===== src/rtl/rr_arbiter_4x2_pkg.sv =====
// Shared types, constants and reference helpers for the 4-way round-robin arbiter.
package arb_pkg;

    // Requester count is fixed at 4; the index width follows from it.
    localparam int unsigned N_REQ = 4;
    localparam int unsigned IDX_W = 2;

    typedef enum logic {
        IDLE,
        GRANT
    } state_t;

    // Returns {valid, idx}: first set request bit searching ptr, ptr+1, ... (mod N_REQ).
    function automatic logic [IDX_W:0] rr_pick(input logic [N_REQ-1:0] req,
                                               input logic [IDX_W-1:0] ptr);
        logic [IDX_W:0]   res;
        logic [IDX_W-1:0] j;
        res = '0;
        for (int unsigned i = 0; i < N_REQ; i++) begin
            j = ptr + IDX_W'(i);
            if (!res[IDX_W] && req[j]) begin
                res = {1'b1, j};
            end
        end
        return res;
    endfunction

    // Binary index of a one-hot (or zero) vector; zero maps to index 0.
    function automatic logic [IDX_W-1:0] onehot_to_idx(input logic [N_REQ-1:0] oh);
        logic [IDX_W-1:0] idx;
        idx = '0;
        for (int unsigned i = 0; i < N_REQ; i++) begin
            if (oh[i]) begin
                idx = idx | IDX_W'(i);
            end
        end
        return idx;
    endfunction

endpackage


===== src/rtl/rr_arbiter_4x2_if.sv =====
// Request/grant bundle between the requesting agents and the arbiter.
interface rr_arbiter_4x2_if;

    logic [arb_pkg::N_REQ-1:0] req;
    logic [arb_pkg::N_REQ-1:0] done;
    logic [arb_pkg::N_REQ-1:0] gnt;
    logic [arb_pkg::IDX_W-1:0] gnt_idx;
    logic                      gnt_valid;
    logic                      timeout;

    // Requester side drives requests and release strobes.
    modport master (
        output req, done,
        input  gnt, gnt_idx, gnt_valid, timeout
    );

    // Arbiter side consumes requests and drives the registered grant.
    modport slave (
        input  req, done,
        output gnt, gnt_idx, gnt_valid, timeout
    );

endinterface


===== src/rtl/rr_arbiter_4x2_pick.sv =====
// Combinational round-robin selector: rotate by ptr, priority-encode, un-rotate.
module rr_pick_4
    import arb_pkg::*;
(
    input  logic [N_REQ-1:0] req,
    input  logic [IDX_W-1:0] ptr,
    output logic             valid,
    output logic [IDX_W-1:0] idx
);

    logic [2*N_REQ-1:0] dbl;
    logic [N_REQ-1:0]   rot;
    logic [IDX_W-1:0]   off;

    // rot[i] is req[(ptr+i) mod 4], so the lowest set bit is the round-robin winner.
    always_comb begin
        dbl   = {req, req};
        rot   = dbl[ptr +: N_REQ];
        valid = |rot;
        casez (rot)
            4'b???1: off = 2'd0;
            4'b??10: off = 2'd1;
            4'b?100: off = 2'd2;
            4'b1000: off = 2'd3;
            default: off = 2'd0;
        endcase
        idx = ptr + off;
    end

endmodule


===== src/rtl/rr_arbiter_4x2.sv =====
// Round-robin arbiter for 4 requesters with registered one-hot/indexed grant
// and a hold-timeout guard that forces release after MAX_HOLD cycles.
module rr_arbiter_4x2
    import arb_pkg::*;
#(
    parameter int unsigned MAX_HOLD = 16,  // 0 disables the timeout
    parameter int unsigned CNT_W    = 5    // 2**CNT_W must exceed MAX_HOLD
) (
    input  logic             clk,
    input  logic             rst_n,
    rr_arbiter_4x2_if.slave  bus
);

    localparam logic             HOLD_EN  = (MAX_HOLD != 0);
    localparam logic [CNT_W-1:0] HOLD_LIM = CNT_W'(MAX_HOLD);
    localparam logic [CNT_W-1:0] CNT_SAT  = HOLD_EN ? HOLD_LIM : '1;

    state_t           state_q, state_d;
    logic [IDX_W-1:0] ptr_q, ptr_d;
    logic [CNT_W-1:0] cnt_q, cnt_d;
    logic [N_REQ-1:0] gnt_q, gnt_d;
    logic [IDX_W-1:0] gnt_idx_q, gnt_idx_d;
    logic             gnt_valid_q, gnt_valid_d;
    logic             timeout_q, timeout_d;

    logic             own_done;
    logic             own_req;
    logic             hold_hit;
    logic             rel;
    logic [N_REQ-1:0] pick_req;
    logic [IDX_W-1:0] pick_ptr;
    logic             pick_valid;
    logic [IDX_W-1:0] pick_idx;
    logic [IDX_W:0]   pick_ref;

    // Release detection and selector inputs: in GRANT the search starts past the
    // owner, and the owner is masked when it released by done or by timeout.
    always_comb begin
        own_done = bus.done[gnt_idx_q];
        own_req  = bus.req[gnt_idx_q];
        hold_hit = HOLD_EN && (cnt_q == HOLD_LIM);
        rel      = (state_q == GRANT) && (own_done || !own_req || hold_hit);
        pick_req = bus.req;
        pick_ptr = ptr_q;
        if (state_q == GRANT) begin
            pick_ptr = gnt_idx_q + IDX_W'(1);
            if (own_done || hold_hit) begin
                pick_req = bus.req & ~gnt_q;
            end
        end
    end

    rr_pick_4 u_pick (
        .req   (pick_req),
        .ptr   (pick_ptr),
        .valid (pick_valid),
        .idx   (pick_idx)
    );

    // Next-state: IDLE grants the winner; GRANT either keeps counting or
    // releases and hands over in the same edge (no idle bubble).
    // timeout flags only a release caused solely by the hold limit.
    always_comb begin
        state_d     = state_q;
        ptr_d       = ptr_q;
        cnt_d       = cnt_q;
        gnt_d       = gnt_q;
        gnt_idx_d   = gnt_idx_q;
        gnt_valid_d = gnt_valid_q;
        timeout_d   = 1'b0;
        case (state_q)
            IDLE: begin
                if (pick_valid) begin
                    state_d     = GRANT;
                    gnt_d       = N_REQ'(1) << pick_idx;
                    gnt_idx_d   = pick_idx;
                    gnt_valid_d = 1'b1;
                    cnt_d       = CNT_W'(1);
                end
            end
            GRANT: begin
                if (rel) begin
                    ptr_d     = gnt_idx_q + IDX_W'(1);
                    timeout_d = hold_hit && !own_done && own_req;
                    if (pick_valid) begin
                        gnt_d       = N_REQ'(1) << pick_idx;
                        gnt_idx_d   = pick_idx;
                        gnt_valid_d = 1'b1;
                        cnt_d       = CNT_W'(1);
                    end else begin
                        state_d     = IDLE;
                        gnt_d       = '0;
                        gnt_idx_d   = '0;
                        gnt_valid_d = 1'b0;
                    end
                end else if (cnt_q != CNT_SAT) begin
                    cnt_d = cnt_q + CNT_W'(1);
                end
            end
            default: begin
                state_d     = IDLE;
                gnt_d       = '0;
                gnt_idx_d   = '0;
                gnt_valid_d = 1'b0;
            end
        endcase
    end

    // State, pointer, counter and output registers with asynchronous clear.
    always_ff @(posedge clk or negedge rst_n) begin
        if (!rst_n) begin
            state_q     <= IDLE;
            ptr_q       <= '0;
            cnt_q       <= '0;
            gnt_q       <= '0;
            gnt_idx_q   <= '0;
            gnt_valid_q <= 1'b0;
            timeout_q   <= 1'b0;
        end else begin
            state_q     <= state_d;
            ptr_q       <= ptr_d;
            cnt_q       <= cnt_d;
            gnt_q       <= gnt_d;
            gnt_idx_q   <= gnt_idx_d;
            gnt_valid_q <= gnt_valid_d;
            timeout_q   <= timeout_d;
        end
    end

    assign bus.gnt       = gnt_q;
    assign bus.gnt_idx   = gnt_idx_q;
    assign bus.gnt_valid = gnt_valid_q;
    assign bus.timeout   = timeout_q;

    assign pick_ref = rr_pick(pick_req, pick_ptr);

    a_onehot: assert property (@(posedge clk) disable iff (!rst_n) $onehot0(gnt_q))
        else $error("grant not one-hot");
    a_idx: assert property (@(posedge clk) disable iff (!rst_n) gnt_idx_q == onehot_to_idx(gnt_q))
        else $error("grant index does not encode grant");
    a_valid: assert property (@(posedge clk) disable iff (!rst_n) gnt_valid_q == (|gnt_q))
        else $error("grant valid does not match grant");
    a_pick: assert property (@(posedge clk) disable iff (!rst_n)
                             (pick_valid == pick_ref[IDX_W]) &&
                             (!pick_valid || pick_idx == pick_ref[IDX_W-1:0]))
        else $error("selector disagrees with rr_pick");

endmodule


===== src/flat_wrapper.sv =====
// flat-port wrapper written by rule: the top's interface ports become plain ports
module rr_arbiter_4x2_flat import arb_pkg::*;
#(
    parameter int unsigned MAX_HOLD = 16,                           
    parameter int unsigned CNT_W    = 5                                    
)
  (clk, rst_n, bus_req, bus_done, bus_gnt, bus_gnt_idx, bus_gnt_valid, bus_timeout);
  rr_arbiter_4x2_if bus_i ();
  input  logic clk;
  input  logic rst_n;
  input wire logic [$bits(bus_i.req)-1:0] bus_req;
  input wire logic [$bits(bus_i.done)-1:0] bus_done;
  output wire logic [$bits(bus_i.gnt)-1:0] bus_gnt;
  output wire logic [$bits(bus_i.gnt_idx)-1:0] bus_gnt_idx;
  output wire logic [$bits(bus_i.gnt_valid)-1:0] bus_gnt_valid;
  output wire logic [$bits(bus_i.timeout)-1:0] bus_timeout;
  assign bus_i.req = bus_req;
  assign bus_i.done = bus_done;
  assign bus_gnt = bus_i.gnt;
  assign bus_gnt_idx = bus_i.gnt_idx;
  assign bus_gnt_valid = bus_i.gnt_valid;
  assign bus_timeout = bus_i.timeout;
  rr_arbiter_4x2 #(.MAX_HOLD(MAX_HOLD), .CNT_W(CNT_W)) u_core (.clk(clk), .rst_n(rst_n), .bus(bus_i));
endmodule

===== config.mk =====
export PLATFORM = sky130hd
export DESIGN_NAME = rr_arbiter_4x2_flat
export DESIGN_NICKNAME = d
export VERILOG_FILES = /design/src/rtl/rr_arbiter_4x2_pkg.sv /design/src/rtl/rr_arbiter_4x2_if.sv /design/src/rtl/rr_arbiter_4x2_pick.sv /design/src/rtl/rr_arbiter_4x2.sv /design/src/flat_wrapper.sv
export SDC_FILE = /design/constraint.sdc
export NUM_CORES = 1
export LEC_CHECK = 0
export BUFFER_PORTS_ARGS = -buffer_cell sky130_fd_sc_hd__buf_2
export CORE_ASPECT_RATIO = 0.9
export CORE_UTILIZATION = 51
export DETAILED_ROUTE_END_ITERATION = 7
export PLACE_DENSITY_LB_ADDON = 0.12
export SYNTH_ARGS = -nofsm -noshare
export SYNTH_HDL_FRONTEND = slang
export SYNTH_SLANG_ARGS = --single-unit

===== constraint.sdc =====
create_clock -name clk -period 2.7 [get_ports clk]
set_input_delay 0.27 -clock clk [delete_from_list [all_inputs] [get_ports clk]]
set_output_delay 0.27 -clock clk [all_outputs]
set_load 0.02 [all_outputs]

# ---- Word-level counts from Yosys, hierarchy flattened
# Index checks and enable logic that the tools add are counted.
# W data, S select, Z words.
dict set report totals {
  elab_cells 63
  reg_bits 16
  out_inout_bits 8
  in_bits 10
}
dict set report op_classes {
  reduce_logical 11
  n_bitwise 3
  eq_ne 8
  n_addsub 3
  muxes 28
  shifts 2
  magnitude_cmp 1
}
# operator n
set ops {}
lappend ops {{$mux W4} 5}
lappend ops {{$mux W5} 3}
lappend ops {{$pmux W5 S2} 1}
lappend ops {{$mux W1} 8}
lappend ops {{$mux W2} 4}
lappend ops {{$pmux W4 S2} 1}
lappend ops {{$shiftx A8 B3 Y4} 1}
lappend ops {{$pmux W2 S3} 1}
lappend ops {{$add A5 B1 Y5 const B} 1}
lappend ops {{$eq A5 B5 Y1 const B} 1}
lappend ops {{$ne A5 B5 Y1 const B} 1}
lappend ops {{$and A4 B4 Y4} 1}
lappend ops {{$bmux W1 S2} 2}
lappend ops {{$eq A4 B4 Y1 const B} 1}
lappend ops {{$not A4 Y4} 1}
lappend ops {{$pmux W1 S2} 2}
lappend ops {{$pmux W2 S2} 1}
lappend ops {{$reduce_and A2 Y1} 2}
lappend ops {{$reduce_or A4 Y1} 1}
lappend ops {{$shl A1 B2 Y4 const A} 1}
lappend ops {{$eq A3 B3 Y1 const B} 1}
lappend ops {{$logic_and A1 B1 Y1} 3}
lappend ops {{$logic_or A1 B1 Y1} 3}
lappend ops {{$lt A2 B3 Y1 const B} 1}
lappend ops {{other kinds (8)} 9}

# ---- Longest topological paths before layout
# Gate-level depths: netlist (run 1).
dict set report depth {
  word_depth 13
  ltp_mapped 14
  depth_no_buf 13
}

# ---- Hierarchy
# Synthesis (run 1) repeated with hierarchy kept, for this count alone.
dict set report hier_totals {
  hier_cells 122
  area_unflattened_um2 1159.9
}
# mod seq_area_each_um2 cells_per_inst area_per_inst_um2 instances
set modules_own_cells {}
lappend modules_own_cells {rr_arbiter_4x2 400.4 97 974.7 1}
lappend modules_own_cells {rr_pick_4 0.0 25 185.2 1}

# ---- Worst setup path after synthesis (run 1)
# No wires, ideal clock.
dict set report synth_timing {
  path_type {reg-to-reg}
  startpoint {register u_core.gnt_idx_q[0] (netlist: u_core.bus.gnt_idx[0])}
  endpoint {register u_core.gnt_q[1] (netlist: u_core.bus.gnt[1])}
  slack_ns -0.209
  setup_time_ns 0.128
  t_arrival_ns 2.781
  n_path_buf 2
  stages_incl_launch_ff 13
  synth_period_minus_slack_ns 2.909
  required_time_ns 2.572
  cell_sequence {dfrtp_1 > buf_6 > mux4_2 > buf_6 > o31ai_4 > o22ai_1 > a221oi_1 > a21oi_1 > ha_1 > xnor2_1 > nor3_1 > o21ai_0 > nand3_1}
}
dict set report synth_between {
  elab_chain_cells 13
  word_cells_on_any_way 28
  classes_between {2 x add/sub; 5 x eq/ne; 2 x shift; 12 x mux; 7 x reduce/logical}
}
# element line
set synth_rtl {}
lappend synth_rtl {{start, declared} rr_arbiter_4x2.sv:22} ;# logic [IDX_W-1:0] gnt_idx_q, gnt_idx_d;
lappend synth_rtl {{start signal, assigned} rr_arbiter_4x2.sv:124} ;# gnt_idx_q <= gnt_idx_d;
lappend synth_rtl {{$bmux W1 S2} rr_arbiter_4x2.sv:39} ;# own_done = bus.done[gnt_idx_q];
lappend synth_rtl {{$mux W1 (implied by the code)} rr_arbiter_4x2.sv:39}
lappend synth_rtl {{$logic_or A1 B1 Y1} rr_arbiter_4x2.sv:47} ;# if (own_done || hold_hit) begin
lappend synth_rtl {{$mux W4} rr_arbiter_4x2.sv:47}
lappend synth_rtl {{$mux W4} rr_arbiter_4x2.sv:45} ;# if (state_q == GRANT) begin
lappend synth_rtl {{$shiftx A8 B3 Y4} rr_arbiter_4x2_pick.sv:18} ;# rot = dbl[ptr +: N_REQ];
lappend synth_rtl {{$eq A4 B4 Y1 (tied with other cells)} rr_arbiter_4x2_pick.sv:20} ;# casez (rot)
lappend synth_rtl {{$pmux W2 S3} rr_arbiter_4x2_pick.sv:20}
lappend synth_rtl {{$add A2 B2 Y2} rr_arbiter_4x2_pick.sv:27} ;# idx = ptr + off;
lappend synth_rtl {{$shl A1 B2 Y4} {rr_arbiter_4x2.sv:75, rr_arbiter_4x2.sv:86}}
lappend synth_rtl {{$mux W4} rr_arbiter_4x2.sv:85} ;# if (pick_valid) begin
lappend synth_rtl {{$mux W4} rr_arbiter_4x2.sv:82} ;# if (rel) begin
lappend synth_rtl {{$pmux W4 S2} rr_arbiter_4x2.sv:71} ;# case (state_q)
lappend synth_rtl {{end signal, assigned} rr_arbiter_4x2.sv:123} ;# gnt_q <= gnt_d;
lappend synth_rtl {{end, declared} rr_arbiter_4x2.sv:21} ;# logic [N_REQ-1:0] gnt_q, gnt_d;
# Several ways; a longest one is shown, not always the timed one. The select of a mux whose other input is x is not followed.
# A chain may end at the register's enable or synchronous reset.

# ---- Worst setup path after layout (run 1)
dict set report layout_timing {
  startpoint {register u_core.gnt_idx_q[0] (netlist: u_core.bus.gnt_idx[0])}
  endpoint {register u_core.gnt_q[3] (netlist: u_core.bus.gnt[3])}
}
# Same word-level chain as after synthesis.

==> impl_results.md, run 1 <==
- Final Hold Vio Count: 0
- Deepest clock path buffer count: 2
- Std cell rows: 16
- CP Capture Type: register
- Post-route insts no fill: 189
- Worst-Skew Late Latency: 0.28 ns
- Crit path buffers/inverters: 1
- Initial DRC Count: 67
- Place WS: 0.00648 ns
- Async set-or-reset flop fraction in the synthesized netlist: 100%
- Reg2reg setup slack: 0.06 ns
- Finish-stage setup viols: 0
- Starting Density: 55.3%
- Port Buffers: 17
- Crit path cell chain: mux4_2 > buf_6 > o31a_1 > o22ai_1 > a21oi_1 > a21oi_2 > ha_4 > xnor2_4 > nor3_2 > o21ai_1 > nand3_1
- Syn Area/Cell: 9.76 um2
- Initial antenna violation count: 0
- Die Y-Extent: 48.6 um
- Final GP Congestion: 0.894
- Kind of critical path: register to register
- Startpoint Class: register
- Core ar.: 2220 um2
- P per Cell Area: 1440 nW/um2
- Reg2reg start: u_core.bus.gnt_idx[0]
- Minimum clock period: 2.64 ns
- # IOs: 18
- Placed wire-length estimate: 2310 um
- Root Driver: clkbuf_4
- DRC violations left: 0
- CTS tree: built
- Fin area: 1650 um2
- Mapped Area: 1230 um2
- Status: complete, no violations
- Relative slew slack: 69.5%
- Seq/Total Area, Yosys: 32.6%
- Vias: 1,155
- TritonCTS Buffers: 3
- CP max stage cell: mux4_2
- Area growth from synthesis to layout: 34.0%
- Routed vias/inst: 6.11
- Max Transition Viols Final: 0
- Post-route setup slack: 0.0583 ns
- Top FF cell, synth: dfrtp_1
- Syn_nets: 139
- Crit-path max FO: 7
- FF-to-FF End: u_core.bus.gnt[3]
- WL final: 3170 um
- Layout cells sized above 1: 46.3%
- Largest net degree at the start of global routing: 17
- # placed instances: 172
- Die Width: 53.8 um
- Post-route ant nets: 0
- Synth cell types: 39
- Antenna Cells: 0
- Number of fill cells: 157
- Slew @ Worst Pin: 0.445 ns
- Worst r2r path cells: 11
- Yosys warnings: 0
- Setup TNS: 0 ns
- Crit path DAT: 2.80 ns
- Worst VDD drop: 1330 uV
- Clk pin slew, worst setup/hold paths: 0.10 ns
- GRT Overall Usage: 25.7%
- Final Util: 74.2%
- RSZ-0062 raised after global routing: yes
- Fmax: 379 MHz
- WP data required: 2.86 ns
- Max Cap Viol: 0
- TritonRoute pass-1 iters: 4
- Slowest stage delay, CP: 0.63 ns
- Placed Instance Area: 1410 um2
- Post-DR wirelength/cell: 16.8 um
- Final net count: 176
- CP startpoint: u_core.bus.gnt_idx[0]
- First-pass GRT wire length: 4890 um
- Final Skew: 0.00921 ns
- GR Overflow Total: 0
- CTS sink count: 16
- Htree depth: 1
- Leak: 0.719 nW
- Final period utilization: 97.8%
- Vias in the first global route: 1,049
- Die area: 2610 um2
- Post-synth EDFFs: 0
- Top Family by Delay on Critical Path: compound AO/OA/AOI/OAI gates
- Register bit total from synthesis: 16
- Mapped Cells: 126
- Hold Crit Class: input pin to asynchronous set/reset pin
where the power goes:
group          switching [mW]  internal (mW)  total [mW]
registers              0.0600          0.326       0.386
logic                   0.981          0.850        1.83
clock network          0.0780         0.0819       0.160
state kept, by name, summed over array words and instances (netlist names):
name / count
u_core.ptr_q: 2
u_core.bus.gnt: 4
u_core.cnt_q: 5
u_core.state_q: 1
u_core.bus.gnt_valid: 1
u_core.bus.gnt_idx: 2
u_core.bus.timeout: 1
metal layers:
layer | vias to the layer above | part of all wire (%) | GRT usage (%)
met4 | 0 | 0.44 | 4.39
met3 | 2 | 6.5 | 3.77
met5 | - | 0 | 0
met2 | 43 | 48 | 38.9
met1 | 556 | 45 | 38.5
li1 | 554 | - | -
logic make-up after synthesis:
group / count (synthesis) / synth area share (%)
flip-flops: 16 / 32.6
XOR/XNOR: 4 / 2.85
AND/OR/NAND/NOR: 40 / 17.6
buffers and inverters: 15 / 6.31
multiplexers: 5 / 6.61
adder cells (fa/ha/maj): 3 / 3.05
AO/OA/AOI/OAI: 43 / 31.0
final cells by class:
type,count,area [um2],area share [%]
Clock buffer,4,36.3,2.20
Inverter,9,36.3,2.20
Multi-Input combinational cell,95,871,52.8
Sequential cell,16,402,24.4
Tap cell,27,33.8,2.05
Timing Repair Buffer,38,269,16.3
worst max path at each step:
stage,end,cells past startpoint
finish,u_core.bus.gnt[3],11
global route,u_core.bus.gnt[3],11
CTS,u_core.bus.gnt[3],11
detailed placement,u_core.bus.gnt[3],13
global placement,u_core.bus.gnt[3],11
floorplan,u_core.bus.gnt[1],12
timing repair:
action / CTS / global route
resized for setup: 0 / 19
pin swaps: 1 / 15
endpoints found under the hold margin: 16 / 0
setup endpoints to repair: 3 / 6
buffers inserted: 3 / 9
hold buffers: 1 / 0
cells in the mapped netlist (4+ instances only):
cell	number	area, um2
dfrtp_1	16	400
nand3_1	15	75.1
o21ai_0	10	50.1
inv_1	9	33.8
a21bo_2	5	50.1
nand2_1	5	18.8
nor2_1	5	18.8
nor3_1	5	25.0
a21oi_1	4	20.0
o2111ai_1	4	35.0
o31a_1	4	35.0
o31ai_4	4	85.1
cells in the final DEF (no fill, tap or decap), drive strengths merged, types with 3 or more instances in the layout:
master / instances
nand2: 5
o31a: 4
nor2: 5
a21o: 3
clkbuf: 4
nand3: 15
ha: 3
o31ai: 6
o21ai: 10
a21oi: 7
o2111ai: 4
inv: 9
a21bo: 5
dfrtp: 16
nor3: 6
buf: 37
stage by stage:
stage,hold WS (ns),power [mW]
2_1_floorplan,-0.0256,1.48
3_3_place_gp,0.197,1.73
3_5_place_dp,0.203,1.78
4_1_cts,0.429,1.94
5_1_grt,0.470,2.55
6_report,0.416,2.38
No activity file was read; power rests on OpenSTA's default activity.
==> inputs of run 2 (changes only) <==
CORE_MARGIN = 2   (was unset)
==> impl_results.md, run 2 (same netlist as run 1, synthesis figures left out) <==
- Largest net degree at the start of global routing: 17 (unchanged)
- # placed instances: 172 (unchanged)
- Placed wire-length estimate: 2260 um (-2.4%)
- Leak: 0.687 nW (-4.5%)
- Multi-input logic area: 877 um2 (+0.72%)
- Status: complete, no violations
- CTS sink count: 16 (unchanged)
- Clk pin slew, worst setup/hold paths: 0.10 ns (about the same)
- Final Hold Vio Count: 0 (unchanged)
- FF-to-FF End: u_core.bus.gnt[3]
- DRC violations left: 0 (unchanged)
- # IOs: 18 (unchanged)
- TritonCTS Buffers: 3 (unchanged)
- Layout cells sized above 1: 43.4% (-2.9 points)
- Final Util: 71.9% (-2.3 points)
- Number of fill cells: 166 (+5.7%)
- Crit path DAT: 2.90 ns (+0.10 ns)
- Metal1 wirelength: 1600 um (+11%)
- Vias: 1,163 (+0.69%)
- Finish-stage setup viols: 0 (unchanged)
- RSZ-0062 raised after global routing: yes
- Initial DRC Count: 51 (-24%)
- Max Cap Viol: 0 (unchanged)
- CTS tree: built
- Post-route insts no fill: 186 (-1.6%)
- GR Overflow Total: 0 (unchanged)
- Initial antenna violation count: 0 (unchanged)
- Max reg flops: 5 (unchanged)
- Worst VDD drop: 1220 uV (-8.8%)
- Place WS: -0.0498 ns (-0.0562 ns)
- CP max stage cell: mux4_2
- CP Capture Type: register
- Commonest non-fill, non-tap cells in the layout: 17 x buf_2, 15 x nand3_1, 15 x dfrtp_1, 14 x buf_4
- Relative slew slack: 72.9% (+3.5 points)
- Startpoint Class: register
- GRT Overall Usage: 23.9% (-1.8 points)
- Std cell rows: 16 (unchanged)
- DR WL met3: 229 um (+12%)
- Deepest clock path buffer count: 2 (unchanged)
- Starting Density: 55.3% (unchanged)
- Hold WS: 0.431 ns (+0.0150 ns)
- Kind of critical path: register to register
- WL final: 3330 um (+4.9%)
- Largest reg by FF count: u_core.cnt_q
- P per Cell Area: 1390 nW/um2 (-3.7%)
- Top Layer Used: met4
- Reg2reg setup slack: 0.02 ns (-0.04 ns)
- Setup TNS: 0 ns (unchanged)
- WP data required: 2.92 ns (+0.06 ns)
- Die area: 2820 um2 (+8.0%)
- CP Depth: 11 (unchanged)
- Post-DR wirelength/cell: 17.9 um (+6.5%)
- Final net count: 173 (-1.7%)
- Crit path buffers/inverters: 1 (unchanged)
- Die Y-Extent: 50.6 um (+4.1%)
- First-pass GRT wire length: 5210 um (+6.5%)
- Post-route ant nets: 0 (unchanged)
- Hold Crit Class: input pin to asynchronous set/reset pin
- Reg area: 402 um2 (unchanged)
- Crit path cell chain: mux4_2 > o31a_1 > nor2_2 > o22ai_2 > a21oi_2 > a21oi_2 > ha_4 > inv_4 > nor3_2 > nand3_1 > nand3_1
- Worst-Skew Late Latency: 0.29 ns (about the same)
- Antenna Cells: 0 (unchanged)
- Root Driver: clkbuf_4
- Fin area: 1600 um2 (-3.0%)
- Reg2reg start: u_core.bus.gnt_idx[0]
- Placed Instance Area: 1410 um2 (unchanged)
- Minimum clock period: 2.68 ns (+0.0353 ns)
- Post-route setup slack: 0.0230 ns (-0.0353 ns)
- Worst r2r path cells: 11 (unchanged)
- Leading cell type in the layout, fill and taps excluded: buf_2
- Max Transition Viols Final: 0 (unchanged)
- Area growth from synthesis to layout: 29.9%
- Top Family by Delay on Critical Path: compound AO/OA/AOI/OAI gates
- Slowest stage delay, CP: 0.61 ns (-0.02 ns)
- Final period utilization: 99.1% (+1.3 points)
- Met2 wire len: 1460 um (-3.4%)
- TritonRoute pass-1 iters: 4 (unchanged)
- Fmax: 374 MHz (-1.3%)
- Core ar.: 2220 um2 (unchanged)
- Die Width: 55.8 um (+3.7%)
- Port Buffers: 17 (unchanged)
- Htree depth: 1 (unchanged)
- Crit-path max FO: 5 (-2)
- Final Skew: 0.0101 ns (+0.000905 ns)
- Pwr Total: 2.22 mW (-6.6%)
- Slew @ Worst Pin: 0.402 ns (-0.0428 ns)
- Final GP Congestion: 0.925 (+3.5%)
- Routed vias/inst: 6.25 (+2.3%)
- Vias in the first global route: 1,085 (+3.4%)
## run 2: timing repair
item,CTS,global route
setup buffers,2,5
hold buffers,1,0
resized for setup,0,13
setup endpoints to repair,5,6
endpoints found under the hold margin,16,0
gates cloned,1,1
pin swaps,1,12
## run 2: worst max-delay path by stage
stage	from	to	slack [ns]
2_1_floorplan	u_core.bus.gnt_idx[0]	u_core.bus.gnt[1]	-0.09
3_3_place_gp	u_core.bus.gnt_idx[0]	u_core.bus.gnt[3]	0.02
3_5_place_dp	u_core.bus.gnt_idx[0]	u_core.bus.gnt[3]	-0.05
4_1_cts	u_core.bus.gnt_idx[0]	u_core.bus.gnt[3]	0.005
5_1_grt	u_core.bus.gnt_idx[0]	u_core.bus.gnt[3]	-0.12
6_report	u_core.bus.gnt_idx[0]	u_core.bus.gnt[3]	0.02
## run 2: worst reg2reg max path: stages, from the launching register on
cell and delay [ns]:
dfrtp_2 0.40, mux4_2 0.61, o31a_1 0.37, nor2_2 0.17
o22ai_2 0.09, a21oi_2 0.15, a21oi_2 0.09, ha_4 0.32
inv_4 0.05, nor3_2 0.19, nand3_1 0.10, nand3_1 0.10
## run 2: final cells by class
type	instances	area share [%]
inverter	9	2.27
sequential	16	25.1
tap	27	2.11
multi-input combinational	96	54.9
clock buffer	4	1.64
timing repair buffer	34	13.9
## run 2: per-layer routing
metal	GRT usage, %	vias to the layer above
met5	0	-
met3	2.84	4
met1	35.5	559
li1	-	550
met2	35.9	50
met4	7.72	0
## run 2: where the power goes
group          internal, mW  total [mW]  switching (mW)
registers             0.326       0.390          0.0638
logic                 0.772        1.70           0.923
clock network        0.0574       0.135          0.0775
total                  1.16        2.22            1.06
==> inputs of run 3 (changes only) <==
SETUP_SLACK_MARGIN = 0.15   (was unset)
==> impl_results.md, run 3 (same netlist as run 1, synthesis figures left out) <==
- Clk pin slew, worst setup/hold paths: 0.10 ns (about the same)
- Root Driver: clkbuf_4
- Post-DR wirelength/cell: 19.1 um (+6.8%)
- Leak: 0.721 nW (+4.9%)
- Final Hold Vio Count: 0 (unchanged)
- Deepest clock path buffer count: 2 (unchanged)
- Placed wire-length estimate: 2270 um (+0.85%)
- Status: finished with violations
- Hold WS: 0.423 ns (-0.00797 ns)
- Fin area: 1650 um2 (+3.0%)
- Port Buffers: 17 (unchanged)
- Fmax: 367 MHz (-1.8%)
- Reg2reg start: u_core.bus.gnt_idx[0]
- Comb power frac: 78.3% (+1.9 points)
- Initial DRC Count: 68 (+33%)
- Place WS: 0.0299 ns (+0.0797 ns)
- Final Skew: 0.00384 ns (-0.00627 ns)
- Post-route ant nets: 0 (unchanged)
- FF-to-FF End: u_core.bus.gnt[1]
- Worst-Skew Late Latency: 0.28 ns (about the same)
- Failing checks: setup timing
- Area growth from synthesis to layout: 33.8%
- RSZ-0062 raised after global routing: yes
- Vias in the first global route: 1,137 (+4.8%)
- Startpoint Class: register
- Largest net degree at the start of global routing: 17 (unchanged)
- Initial antenna violation count: 0 (unchanged)
- Internal Power: 1.24 mW (+7.7%)
- Slew @ Worst Pin: 0.450 ns (+0.0471 ns)
- Core ar.: 2220 um2 (unchanged)
- Max reg flops: 5 (unchanged)
- Commonest non-fill, non-tap cells in the layout: 20 x buf_4, 17 x buf_2, 15 x nand3_1, 15 x dfrtp_1, 8 x inv_1
- Clk network pwr share: 5.6% (-0.5 points)
- Relative slew slack: 69.2% (-3.8 points)
- Final net count: 178 (+2.9%)
- Std cell rows: 16 (unchanged)
- DRC violations left: 0 (unchanged)
- First-pass GRT wire length: 5650 um (+8.5%)
- Minimum clock period: 2.73 ns (+0.0494 ns)
- WP data required: 2.93 ns (about the same)
- Die area: 2820 um2 (unchanged)
- Reg2reg setup slack: -0.03 ns (-0.05 ns)
- Max Transition Viols Final: 0 (unchanged)
- GR Overflow Total: 0 (unchanged)
- Starting Density: 55.3% (unchanged)
- Die Y-Extent: 50.6 um (unchanged)
- TritonCTS Buffers: 3 (unchanged)
- Final GP Congestion: 0.898 (-2.9%)
- Largest reg by FF count: u_core.cnt_q
- Switching part of the total: 48.6% (+0.65 points)
- Layout cells sized above 1: 47.0% (+3.6 points)
- Worst r2r path cells: 11 (unchanged)
- Antenna Cells: 0 (unchanged)
- Vias: 1,257 (+8.1%)
- Worst setup path endpoint: u_core.bus.gnt[1]
- Crit-path max FO: 4 (-1)
- Crit path DAT: 2.96 ns (+0.06 ns)
- CP Capture Type: register
- Worst VDD drop: 1080 uV (-11%)
- P per Cell Area: 1470 nW/um2 (+5.9%)
- Psw: 1.18 mW (+10%)
- Hold Crit Class: input pin to asynchronous set/reset pin
- # IOs: 18 (unchanged)
- Post-route setup slack: -0.0264 ns (-0.0494 ns)
- TritonRoute pass-1 iters: 4 (unchanged)
- Htree depth: 1 (unchanged)
- Placed Instance Area: 1410 um2 (+0.53%)
- WL final: 3650 um (+9.7%)
- Finish-stage setup viols: 2 (+2)
- CTS tree: built
- Crit path cell chain: mux4_2 > buf_6 > o31ai_4 > o22ai_2 > a221oi_2 > a21oi_2 > ha_4 > inv_4 > nor3_2 > o21ai_1 > nand3_1
- CTS sink count: 16 (unchanged)
- CP max stage cell: mux4_2
- Leading cell type in the layout, fill and taps excluded: buf_4
- Slowest stage delay, CP: 0.59 ns (-0.02 ns)
- Final period utilization: 101% (+1.8 points)
- Sequential cell fraction of total power: 16.1% (-1.5 points)
- Die Width: 55.8 um (unchanged)
- Max Cap Viol: 0 (unchanged)
- Routed vias/inst: 6.58 (+5.3%)
- Kind of critical path: register to register
- CP startpoint: u_core.bus.gnt_idx[0]
- GRT Overall Usage: 26.3% (+2.5 points)
-- run 3: changes by cell type in the layout (fill, tap and decap cells not counted), moves of 2 or more --
cell / before / now
o21ai_0: 8 / 5
nor3_1: 2 / 0
buf_4: 14 / 20
o21ai_1: 2 / 5
-- run 3: power by group through the flow --
stage	combinational (mW)	clock [mW]	sequential, mW
after global placement	1.36	0	0.385
final	1.89	0.136	0.389
after floorplan	1.06	0	0.428
after detailed placement	1.40	0	0.389
after global routing	2.04	0.145	0.398
after CTS	1.59	0.137	0.390
-- run 3: how the worst min path moves through the flow --
stage          slack [ns]  start                    to
2_1_floorplan       -0.03  rst_n     u_core.bus.gnt[0]
3_3_place_gp         0.20  rst_n        u_core.state_q
3_5_place_dp         0.21  rst_n       u_core.cnt_q[0]
4_1_cts              0.43  rst_n        u_core.state_q
5_1_grt              0.47  rst_n  u_core.bus.gnt_valid
6_report             0.42  rst_n       u_core.ptr_q[0]
-- run 3: metrics by stage --
stage               util, %  std cells  TNS, ns  power, mW
floorplan                 -        126   -0.346       1.49
detailed placement     63.6        173        0       1.79
finish                 74.0        191  -0.0464       2.42
CTS                    69.5        185        0       2.11
global route           74.0        191   -0.494       2.58
global placement       63.6        173        0       1.75
-- run 3: repair_timing --
item,4_1_cts,5_1_grt
buffers inserted,6,6
pin swaps,8,13
hold endpoints to repair,16,0
hold buffers,1,0
resized for setup,5,12
endpoints found under the setup margin,5,6
gates cloned,1,0
-- run 3: worst max-delay path, delay by kind of cell (launching register included) --
kind	cells	cell delay, ns
AO/OA/AOI/OAI	5	0.87
multiplexers	1	0.59
flip-flops	1	0.40
adder cells (fa/ha/maj)	1	0.31
AND/OR/NAND/NOR	2	0.29
buffers and inverters	2	0.21
-- run 3: area by class of cell --
cell class / count / area, um2
Sequential cell: 16 / 402
Multi-Input combinational cell: 96 / 891
Tap cell: 27 / 33.8
Inverter: 9 / 36.3
Fill cell: 147 / 577
Timing Repair Buffer: 39 / 256
Clock buffer: 4 / 26.3
-- run 3: routing by layer --
layer / global-route usage, % / share of wire (%)
met1: 37.6 / 43
met2: 40.7 / 47
met4: 8.94 / 2.8
met5: 0 / 0
met3: 4.12 / 7.9
